==> config.mk <==
export PLATFORM = sky130hd
export DESIGN_NAME = rotary_input
export DESIGN_NICKNAME = d
export VERILOG_FILES = /design/src/rtl/rotary_input.sv
export SDC_FILE = /design/constraint.sdc
export NUM_CORES = 1
export LEC_CHECK = 0
export ABC_AREA = 1
export CAP_MARGIN = 0
export CELL_PAD_IN_SITES_DETAIL_PLACEMENT = 1
export CELL_PAD_IN_SITES_GLOBAL_PLACEMENT = 1
export CORE_MARGIN = 3
export CORE_UTILIZATION = 50
export DETAILED_ROUTE_END_ITERATION = 12
export GPL_TIMING_DRIVEN = 0
export PLACE_DENSITY = 0.85
export SLEW_MARGIN = 20
export SYNTH_ARGS = -nofsm -noshare
export SYNTH_HDL_FRONTEND = slang
export SYNTH_SLANG_ARGS = --single-unit
==> constraint.sdc <==
create_clock -name clk -period 7.4 [get_ports clk]
set_input_delay 1.11 -clock clk [delete_from_list [all_inputs] [get_ports clk]]
set_output_delay 1.11 -clock clk [all_outputs]
set_load 0.01 [all_outputs]
==> src/rtl/rotary_input.sv <==
// Quadrature rotary encoder front end: synchronise and debounce the A/B/switch pins,
// decode detents into inc/dec pulses and keep a bounded setting value.
module rotary_input #(
    parameter int DEBOUNCE_CYCLES  = 27000,
    parameter int STEPS_PER_DETENT = 4,
    parameter int VALUE_MAX        = 59,
    parameter int WRAP             = 1,
    localparam int VW              = $clog2(VALUE_MAX + 1)
) (
    input  logic          clk,
    input  logic          rst_n,
    input  logic          rot_a,
    input  logic          rot_b,
    input  logic          rot_sw,
    input  logic          value_clr,
    output logic          inc,
    output logic          dec,
    output logic          sw_press,
    output logic          sw_level,
    output logic [VW-1:0] value,
    output logic          seq_err
);

    localparam int                CW       = $clog2(DEBOUNCE_CYCLES + 1);
    localparam logic [CW-1:0]     CNT_LAST = CW'(DEBOUNCE_CYCLES - 1);
    localparam logic [VW-1:0]     VAL_MAX  = VW'(VALUE_MAX);
    localparam logic signed [3:0] ACC_POS  = 4'(STEPS_PER_DETENT);
    localparam logic signed [3:0] ACC_NEG  = 4'(-STEPS_PER_DETENT);

    // Bit positions of the three pins in the conditioned vectors.
    localparam int IA  = 0;
    localparam int IB  = 1;
    localparam int ISW = 2;

    logic [2:0]          pins;
    logic [2:0]          sync1_q, sync1_d;
    logic [2:0]          sync2_q, sync2_d;
    logic [2:0]          deb_q, deb_d;
    logic [2:0][CW-1:0]  cnt_q, cnt_d;
    logic [1:0]          ab_prev_q, ab_prev_d;
    logic [1:0]          ab_cur;
    logic                sw_prev_q, sw_prev_d;
    logic signed [3:0]   acc_q, acc_d;
    logic signed [3:0]   step;
    logic signed [3:0]   acc_sum;
    logic                inc_q, inc_d;
    logic                dec_q, dec_d;
    logic                seq_err_q, seq_err_d;
    logic                sw_press_q, sw_press_d;
    logic                sw_level_q, sw_level_d;
    logic [VW-1:0]       value_q, value_d;

    assign pins = {rot_sw, rot_b, rot_a};

    // NOTE: every signal written here gets a default first, so no path leaves it unassigned (no latch).
    always_comb begin
        sync1_d = pins;
        sync2_d = sync1_q;
        deb_d   = deb_q;
        cnt_d   = cnt_q;
        for (int i = 0; i < 3; i++) begin
            if (sync2_q[i] == deb_q[i]) begin
                cnt_d[i] = '0;
            end else if (cnt_q[i] == CNT_LAST) begin
                cnt_d[i] = '0;
                deb_d[i] = sync2_q[i];
            end else begin
                cnt_d[i] = cnt_q[i] + CW'(1);
            end
        end
    end

    // Quadrature decode: compare the debounced pair against last cycle's copy.
    always_comb begin
        ab_cur    = {deb_q[IA], deb_q[IB]};
        ab_prev_d = ab_cur;
        step      = 4'sd0;
        seq_err_d = 1'b0;
        case ({ab_prev_q, ab_cur})
            4'b11_10, 4'b10_00, 4'b00_01, 4'b01_11: step = 4'sd1;
            4'b10_11, 4'b00_10, 4'b01_00, 4'b11_01: step = -4'sd1;
            4'b11_00, 4'b00_11, 4'b10_01, 4'b01_10: seq_err_d = 1'b1;
            default: ;
        endcase

        acc_sum = acc_q + step;
        inc_d   = (acc_sum == ACC_POS);
        dec_d   = (acc_sum == ACC_NEG);
        acc_d   = (inc_d || dec_d) ? 4'sd0 : acc_sum;
    end

    always_comb begin
        sw_prev_d  = deb_q[ISW];
        sw_press_d = sw_prev_q & ~deb_q[ISW];
        sw_level_d = ~deb_q[ISW];

        // Clear wins over a same-cycle detent; the pulse itself is still emitted.
        value_d = value_q;
        if (value_clr) begin
            value_d = '0;
        end else if (inc_d) begin
            if (value_q >= VAL_MAX) value_d = (WRAP != 0) ? '0 : VAL_MAX;
            else                    value_d = value_q + VW'(1);
        end else if (dec_d) begin
            if (value_q == '0)      value_d = (WRAP != 0) ? VAL_MAX : '0;
            else                    value_d = value_q - VW'(1);
        end
    end

    // NOTE: state updates use non-blocking assignments so every flop samples pre-edge values.
    always_ff @(posedge clk or negedge rst_n) begin
        if (!rst_n) begin
            sync1_q    <= '1;
            sync2_q    <= '1;
            deb_q      <= '1;
            cnt_q      <= '0;
            ab_prev_q  <= 2'b11;
            sw_prev_q  <= 1'b1;
            acc_q      <= 4'sd0;
            inc_q      <= 1'b0;
            dec_q      <= 1'b0;
            seq_err_q  <= 1'b0;
            sw_press_q <= 1'b0;
            sw_level_q <= 1'b0;
            value_q    <= '0;
        end else begin
            sync1_q    <= sync1_d;
            sync2_q    <= sync2_d;
            deb_q      <= deb_d;
            cnt_q      <= cnt_d;
            ab_prev_q  <= ab_prev_d;
            sw_prev_q  <= sw_prev_d;
            acc_q      <= acc_d;
            inc_q      <= inc_d;
            dec_q      <= dec_d;
            seq_err_q  <= seq_err_d;
            sw_press_q <= sw_press_d;
            sw_level_q <= sw_level_d;
            value_q    <= value_d;
        end
    end

    assign inc      = inc_q;
    assign dec      = dec_q;
    assign seq_err  = seq_err_q;
    assign sw_press = sw_press_q;
    assign sw_level = sw_level_q;
    assign value    = value_q;

endmodule

==> out/qor.csv <==
stage;metric;value;unit
global_routing;grt_max_degree;42;
worst_setup_path;end_kind;flip-flop;
clock_network;cts_root_buf;clkbuf_8;
yosys;yosys.cell_types.count;43;
sta;fmaxAchievable;342;MHz
floorplan;coreArea;0.00741;mm2
yosys;synth_edf_count;0;
floorplan;start_util;0.526;
detailed_routing;firstDrtPassIters;4;
layout;final_cell_area;0.00442;mm2
power;p_per_area;209;mW/mm2
sta;hold_viol;0;
yosys;syn_inst;449;
floorplan;die_h;94.2;um
sta;finalSetupTns;0;ns
clock_network;htree_levels;3;
worst_hold_path;hold_path_class;flip-flop to flip-flop;
layout;register_area;0.00182;mm2
detailed_routing;drtIter0Drc;95;
detailed_routing;vias_per_cell;5.37;
sta;slew_violations;0;
clock_network;numCtsBuffers;9;
clock_network;clock_latency;0.35;ns
worst_setup_path;start_kind;flip-flop;
yosys;yosysWarningCount;0;
yosys;synth_top_area_frac;0.386;
clock_network;clk_path_buf_depth;2;
detailed_routing;wl;9040;um
clock_network;tritoncts;built;
clock_network;clock_sinks;72;
yosys;muxShareOfSynthArea;0.00289;
yosys;ys_ff_latch;72;
worst_setup_path;crit_path_max_fanout;9;
status;status;finished clean;
clock_network;hold_buffers;0;
layout;nets;493;
clock_network;ctsResizeCount;0;
sta;setup_ws;4.48;ns
sta;final.period_utilization;0.395;
sta;fin_crit;2.92;ns
yosys;yosysTopAreaCell;dfrtp_1;
place;gp_congestion;0.871;
yosys;async_reset_ff_frac;1.00;
global_routing;grt_pass1_vias;3332;
yosys;synth_top_family_by_area;simple AND/OR/NAND/NOR gates;
floorplan;dieArea;0.00888;mm2
sta;worst_pin_slew;0.425;ns
yosys;syn-mean-instance-area;8.67;um2
yosys;synthFlopType;dfrtp_1;
detailed_routing;routed_wire_length_per_instance;15.6;um
yosys;synth_xor_area_frac;0.0511;
worst_setup_path;crit_required;7.69;ns
yosys;syn_area;0.00389;mm2
floorplan;rows;31;
global_routing;track_usage;0.225;
worst_setup_path;cp.arrival;3.21;ns
layout;fin_cells;581;
yosys;synth_area_leaders;dfrtp_1, dfstp_2, nand2_1;
layout;multi_input_area;0.00179;mm2
yosys;mappedNetlistNets;465;
layout;fillerInstances;879;
global_routing;overflow;0;
clock_network;postCtsSetupRepairBufs;0;
detailed_routing;route.detailed.drc;0;
layout;drive_gt1_frac;0.154;
global_routing;grt_pass1_wl;15700;um
floorplan;die_w;94.2;um
yosys;synth_compound_area_frac;0.0363;
yosys;synthSimpleGateAreaFrac;0.336;
sta;rsz0062_at_grt;no;
sta;setup_viol;0;
power;power.static_leakage;0.00192;uW
floorplan;io_pins;17;
yosys;seq_area_frac_synth;0.467;
yosys;yosys.area_share.adder;0.0341;
layout;antennaDiodeCount;0;
detailed_routing;postRouteAntennaNets;0;
global_routing;antenna_found_initial;0;
place;io_buffers;16;
sta;slew_headroom;0.717;
layout;syn_to_final_growth;13.4;%
clock_network;clkSlewWorstSetupHoldPaths;0.08;ns
worst_setup_path;path_class;flip-flop to flip-flop;
place;hpwl;6410;um
detailed_routing;vias;3120;
sta;worst_clock_skew;0.0114;ns
place;dp.cells;565;
flow_run;max_cap_violations;0;
power;peakVddDrop;0.000118;V
place;place_ws;4.57;ns
place;place_area;0.00420;mm2
## synth_stat cells (3+ instances only)
cell,n
xnor2_1,5
nor2_1,47
dfstp_2,12
xor2_1,14
o21ai_0,7
ha_1,9
o21ai_1,3
a21oi_1,11
dfrtp_1,60
nand3_2,5
nor3b_1,11
nor4_1,6
inv_1,57
nor3_1,23
inv_2,5
nor2_2,8
nand2_1,79
nand2_2,3
nand3_1,29
nand4_1,21
## stage by stage
| stage | total power, uW | hold WS [ns] | util |
|---|---|---|---|
| after floorplan | 516 | 0.345 | - |
| after global placement | 566 | 0.346 | 0.564 |
| after detailed placement | 575 | 0.347 | 0.566 |
| after CTS | 930 | 0.358 | 0.596 |
| after global routing | 968 | 0.361 | 0.596 |
| final | 922 | 0.358 | 0.596 |
## layer usage
layer,GRT usage,part of all wire,vias to the layer above
li1,-,-,1523
met1,0.289,0.46,1542
met2,0.375,0.50,43
met3,0.0465,0.027,12
met4,0.0830,0.014,0
met5,0,0,-
## worst max-delay path: stages, from the launching register on
cell	delay (ns)
dfstp_2	0.55
buf_6	0.13
xor2_1	0.17
xnor2_1	0.14
ha_1	0.18
inv_1	0.07
fa_1	0.52
inv_1	0.07
nor2_1	0.15
inv_1	0.12
nor2_4	0.26
nor2_2	0.15
nor2_4	0.17
nand3_1	0.12
nand2_1	0.07
## worst paths after layout
path / cells after the start / start / to / slack, ns
worst min-delay path: 0 / sync1_q[0]$_DFF_PN1_ / sync2_q[0]$_DFF_PN1_ / 0.36
worst min register to register: 0 / sync1_q[0]$_DFF_PN1_ / sync2_q[0]$_DFF_PN1_ / 0.36
worst max register to register: 14 / deb_q[1]$_DFFE_PN1P_ / value[0]$_DFFE_PN0P_ / 4.48
max in group asynchronous: 2 / rst_n / sync2_q[0]$_DFF_PN1_ / 6.08
min in group asynchronous: 1 / rst_n / cnt_q[23]$_DFF_PN0_ / 0.68
worst max-delay path: 14 / deb_q[1]$_DFFE_PN1P_ / value[0]$_DFFE_PN0P_ / 4.48
## registers in the layout, indices dropped and copies added, names as in the netlist, 2 cells and up
register / cells
ab_prev_q: 2
cnt_q: 45
sync2_q: 3
sync1_q: 3
acc_q: 4
deb_q: 3
value: 6
## where the power goes
part	leakage, uW	internal (uW)	switching (uW)	total, uW
clock	0.000106	199	154	353
combinational	0.000873	56.0	83.2	139
sequential	0.000944	410	20.0	430
total	0.00192	664	257	922
## cells in the final DEF (no fill, tap or decap), types with 8 or more instances in the layout
| cell | instances |
|---|---|
| nor2_1 | 47 |
| nand3_1 | 29 |
| nor3b_1 | 11 |
| a21oi_1 | 11 |
| clkbuf_8 | 10 |
| nor3_1 | 23 |
| nand4_1 | 21 |
| ha_1 | 9 |
| dfrtp_1 | 60 |
| inv_1 | 57 |
| dfstp_2 | 12 |
| xor2_1 | 14 |
| nand2_1 | 79 |
| nor2_2 | 8 |
| clkdlybuf4s50_1 | 15 |
## cell families (layout without fill, tap and decap cells)
group | Yosys count | in the layout
AO/OA/AOI/OAI | 26 | 26
buffers and inverters | 69 | 102
multiplexers | 1 | 1
XOR/XNOR | 21 | 21
flip-flops | 72 | 72
AND/OR/NAND/NOR | 250 | 250
adder cells (fa/ha/maj) | 10 | 10
## area by class of cell
class	count	area share
buffer	7	0.0116
clock buffer	11	0.0320
clock inverter	5	0.0181
inverter	62	0.0527
multi-input combinational	308	0.406
sequential	72	0.411
tap	99	0.0280
timing repair buffer	17	0.0402
Note: power is estimated with default switching activity, not from simulation.
==> edit 1, RTL diff (same flow settings) <==
The parameter `WRAP` goes from 1 to 0.
--- a/src/rtl/rotary_input.sv
+++ b/src/rtl/rotary_input.sv
@@ -4,7 +4,7 @@
     parameter int DEBOUNCE_CYCLES  = 27000,
     parameter int STEPS_PER_DETENT = 4,
     parameter int VALUE_MAX        = 59,
-    parameter int WRAP             = 1,
+    parameter int WRAP             = 0,
     localparam int VW              = $clog2(VALUE_MAX + 1)
 ) (
     input  logic          clk,
Formal check against the unedited RTL: no difference found for any inputs over 10 cycles, from zero or initial values and one cycle with rst_n low; that may be too few to reach the edited logic, so the function may still have changed.
==> edit 1 against the unedited design <==
- final area down 1.5%
- area after synthesis decreased by 0.61%
- worst setup slack better by 45 ps
- largest cell class unchanged
- sequential cell count stayed put
- critical path depth did not move
- wire length decreased by 6.7%
- first-iteration DRC count shrank 20%
Power is not compared: it rests on default switching activity, and its combinational part moved more than twofold at a synthesized area within 25%.
==> edit 1: results (changes against the unedited design) <==
- Drt first-iter violations: 76 (-20%)
- TritonCTS buffer count: 9 (unchanged)
- Hold WC Path Type: reg2reg
- Vias in the first global route: 3181 (-4.5%)
- Clk root buf: clkbuf_8
- Worst Setup SP: deb_q[0]
- Largest Register: cnt_q
- Placed insts: 561 (-0.71%)
- Post-CTS Setup Inserts: 0 (unchanged)
- Post-cts sizing count: 0 (unchanged)
- Port bufs: 16 (unchanged)
- Hold depth: 0 (unchanged)
- CTS Buffer Depth: 2 (unchanged)
- First-pass GRT wire length: 14700 um (-6.5%)
- Max rail drop VDD: 0.0973 mV
- Pin count of the biggest net entering global routing: 58 (+38%)
- Main synth FF type: dfrtp_1
- Clk_lat worst skew: 350 ps (about the same)
- Synth cell count leaders: nand2_1 (76), dfrtp_1 (60), nor2_1 (52)
- Final HPWL DP: 6260 um (-2.4%)
- Gp weighted congestion: 0.832 (-4.5%)
- Number of flip-flops in the largest register: 45 (unchanged)
- Share of cells above drive strength 1: 16.9% (+1.6 points)
- Non-filler cells in the finished layout: 577 (-0.69%)
- Largest fanout on the critical path: 8 (-1)
- Layout Skew: 13.7 ps (+2.35 ps)
- Total Wirelength: 8430 um (-6.7%)
- H-tree levels: 3 (unchanged)
- Hold Startpoint: sync1_q[0]
- Crit-path max cell delay: 530 ps (-20 ps)
- Diodes inserted: 0 (unchanged)
- Synth warnings: 0 (unchanged)
- Worst-Margin Slew: 481 ps (+56.2 ps)
- LEAKAGE: 1.88 nW
- Outcome: finished, final reports clean
- Post-Synthesis Cells: 445 (-0.89%)
- Arrival time worst endpoint: 3170 ps (-40 ps)
- Worst path slowest cell: dfstp_2
- Yosys cell types: 41 (-4.7%)
- Detail-routed via count per cell: 5.34 (-0.53%)
- Syn Nets: 461 (-0.86%)
- Async set-reset flop share out of synthesis: 100% (unchanged)
- EDFF count, synth: 0 (unchanged)
- Antenna violations before repair: 0 (unchanged)
- Total track usage: 21.3% (-1.2 points)
- Mapped Area: 0.00387 mm^2 (-0.61%)
- Worst r2r src: deb_q[0]
- R2r setup slk: 4520 ps (+50 ps)
- Hold Slack: 357 ps (-0.947 ps)
- Clock slew at reported path FFs: 70 ps
- Register area share after synthesis: 46.9% (+0.29 points)
- Pre-antenna DRT Iters: 4 (unchanged)
- Worst reg2reg path endpoint: value[2]
- Area contributors post-synth: dfrtp_1 (39%), dfstp_2 (8.1%), nand2_1 (7.4%)
- Fin nets: 489 (-0.81%)
- Placed inst area: 0.00418 mm^2 (-0.39%)
- R2r worst-path depth: 14 (unchanged)
- Hold Path End: sync2_q[0]
-- edit 1: worst max-delay path, delay by kind of cell, from the launching register on --
| family | cells | cell delay (ps) |
|---|---|---|
| and+or+nand+nor | 5 | 740 |
| adders and majority gates | 2 | 710 |
| buffers and inverters | 5 | 490 |
| xor gates and xnor gates | 2 | 360 |
| DFF | 1 | 530 |
-- edit 1: kinds of logic after synthesis --
group / count (synthesis) / synth area share [%]
flip-flops: 72 / 46.9
XOR/XNOR: 20 / 4.72
adder cells (fa/ha/maj): 10 / 3.43
AND/OR/NAND/NOR: 242 / 32.8
multiplexers: 2 / 0.582
buffers and inverters: 65 / 6.72
AO/OA/AOI/OAI: 34 / 4.85
-- edit 1: metal layers --
metal / part of all wire (%) / up-vias / GRT usage (%) / routed length [um]
met5: 0 / - / 0 / 0
met4: 2.2 / 0 / 9.63 / 183
met3: 2.2 / 15 / 3.04 / 184
met2: 51 / 40 / 36.1 / 4280
met1: 45 / 1517 / 27.0 / 3780
li1: - / 1510 / - / -
-- edit 1: how the worst max path moves through the flow --
stage	endpoint	slack [ps]	depth (start not counted)
floorplan	value[1]	4890	14
finish	value[2]	4520	14
CTS	value[2]	4510	14
detailed placement	value[1]	4520	14
global route	value[5]	4250	14
global placement	cnt_q[8]	2830	1
-- edit 1: layout make-up --
class / instances / area, um^2
tap: 99 / 124
clock buffer: 15 / 166
sequential: 72 / 1820
buffer: 7 / 42.5
clock inverter: 1 / 5.00
inverter: 58 / 218
multi-input combinational: 308 / 1790
fill: 895 / 3020
timing repair buffer: 17 / 185
-- edit 1: where the power goes --
part           total (mW)  internal [mW]  leakage [nW]  switching (mW)
sequential          0.404          0.400         0.951         0.00412
clock               0.283          0.140        0.0877           0.142
combinational      0.0267        0.00882         0.838          0.0178
==> edit 2, RTL diff (same settings) <==
Without the edit above. `value_q` no longer has a reset.
--- a/src/rtl/rotary_input.sv
+++ b/src/rtl/rotary_input.sv
@@ -122,7 +122,6 @@
             seq_err_q  <= 1'b0;
             sw_press_q <= 1'b0;
             sw_level_q <= 1'b0;
-            value_q    <= '0;
         end else begin
             sync1_q    <= sync1_d;
             sync2_q    <= sync2_d;
@@ -136,8 +135,11 @@
             seq_err_q  <= seq_err_d;
             sw_press_q <= sw_press_d;
             sw_level_q <= sw_level_d;
-            value_q    <= value_d;
         end
+    end
+
+    always_ff @(posedge clk) begin
+        value_q <= value_d;
     end
 
     assign inc      = inc_q;
Function: same outputs for any inputs over 10 cycles, from zero or initial values and one cycle with rst_n low; that may be too few to reach the edited logic, so the function may still have changed.
==> edit 2 against the unedited design <==
- final area decreased by 3.1%
- fmax decreased by 6.9%
- worst setup slack got worse by 220 ps
- area after synthesis decreased by 4.1%
- wire length decreased by 7.5%
- sequential cell count unchanged
- synthesized cell count decreased by 3.8%
Power is not compared: it rests on default switching activity, and its combinational part moved more than twofold at a synthesized area within 25%.
==> edit 2: results (changes against the unedited design) <==
- Register area share after synthesis: 47.9% (+1.2 points)
- Layout Skew: 7.10 ps (-4.26 ps)
- Port bufs: 16 (unchanged)
- Final HPWL DP: 5990 um (-6.6%)
- Drt first-iter violations: 76 (-20%)
- # DRC: 0 (unchanged)
- Worst-Margin Slew: 403 ps (-22.0 ps)
- Async set-reset flop share out of synthesis: 91.7% (-8.3 points)
- Yosys cell types: 42 (-2.3%)
- Antenna violations before repair: 0 (unchanged)
- Arrival time worst endpoint: 3440 ps (+230 ps)
- Synth cell count leaders: nand2_1 (68), inv_1 (59), dfrtp_1 (54)
- CTS Buffer Depth: 2 (unchanged)
- Area contributors post-synth: dfrtp_1 (36%), dfstp_2 (8.4%), nand2_1 (6.8%)
- Syn avg cell area: 8.64 um^2 (-0.37%)
- Via count: 2959 (-5.2%)
- Syn Nets: 448 (-3.7%)
- Clock slew at reported path FFs: 80 ps (about the same)
- Placed inst area: 0.00404 mm^2 (-3.8%)
- Vias in the first global route: 3123 (-6.3%)
- Largest fanout on the critical path: 8 (-1)
- Share of cells above drive strength 1: 18.1% (+2.7 points)
- Pin count of the biggest net entering global routing: 54 (+29%)
- Post-cts sizing count: 0 (unchanged)
- Clk_lat worst skew: 350 ps (about the same)
- Outcome: finished, final reports clean
- PnR worst setup slack: 4260 ps (-217 ps)
- Worst r2r src: deb_q[0]
- Worst slack, placed: 4390 ps (-181 ps)
- Fin nets: 476 (-3.4%)
- # fillers: 862 (-1.9%)
- Total Wirelength: 8370 um (-7.5%)
- First-pass GRT wire length: 14400 um (-8.1%)
- Worst reg2reg path endpoint: value[3]
- Gp weighted congestion: 0.860 (-1.3%)
- R2r worst-path depth: 16 (+2)
- Total track usage: 21.5% (-1.0 points)
## edit 2: layout make-up
cell class | instances | area (um^2) | share of cell area, %
Sequential cell | 72 | 1790 | 41.7
Buffer | 5 | 31.3 | 0.731
Timing Repair Buffer | 17 | 185 | 4.33
Tap cell | 96 | 120 | 2.81
Clock inverter | 6 | 115 | 2.69
Multi-Input combinational cell | 286 | 1660 | 38.7
Clock buffer | 10 | 128 | 2.98
Inverter | 69 | 259 | 6.05
## edit 2: per-layer routing
| metal | global-route usage, % | part of all wire [%] | vias to the layer above |
|---|---|---|---|
| met5 | 0 | 0 | - |
| met4 | 7.43 | 1.9 | 0 |
| met1 | 25.8 | 44 | 1464 |
| met3 | 4.55 | 2.3 | 18 |
| met2 | 38.1 | 52 | 30 |
| li1 | - | - | 1447 |
## edit 2: worst min-delay path by stage
stage	from	end	slack (ps)
floorplan	sync1_q[0]	sync2_q[0]	350
global placement	sync1_q[0]	sync2_q[0]	350
detailed placement	sync1_q[2]	sync2_q[2]	350
CTS	sync1_q[0]	sync2_q[0]	360
global route	sync1_q[2]	sync2_q[2]	370
finish	sync1_q[0]	sync2_q[0]	360
## edit 2: cell families after synthesis
| family | Yosys count | share of synthesized area (%) |
|---|---|---|
| multiplexers | 2 | 0.603 |
| buffers and inverters | 74 | 7.78 |
| AND/OR/NAND/NOR | 214 | 29.5 |
| XOR/XNOR | 17 | 4.19 |
| AO/OA/AOI/OAI | 43 | 6.50 |
| flip-flops | 72 | 47.9 |
| adder cells (fa/ha/maj) | 10 | 3.55 |
## edit 2: power breakdown
| part | total, mW | switching (mW) | internal (mW) |
|---|---|---|---|
| combinational | 0.0254 | 0.0169 | 0.00847 |
| sequential | 0.403 | 0.00371 | 0.400 |
| clock | 0.387 | 0.161 | 0.227 |
## edit 2: metrics by stage
step	std cells	power, mW
finish	561	0.816
global route	561	0.844
CTS	561	0.825
detailed placement	545	0.437
global placement	544	0.434
floorplan	432	0.421
## edit 2: critical path: stages (launching register included)
cell and delay, ps:
dfstp_2 540, buf_4 160, xor2_1 230, xnor2_1 170, ha_1 210, inv_1 70
fa_1 520, inv_2 40, nor2_1 190, inv_2 60, nor2_2 250, inv_2 180
nor2_2 220, nand2_1 90, nand3_2 60, nand2_1 50, inv_1 50
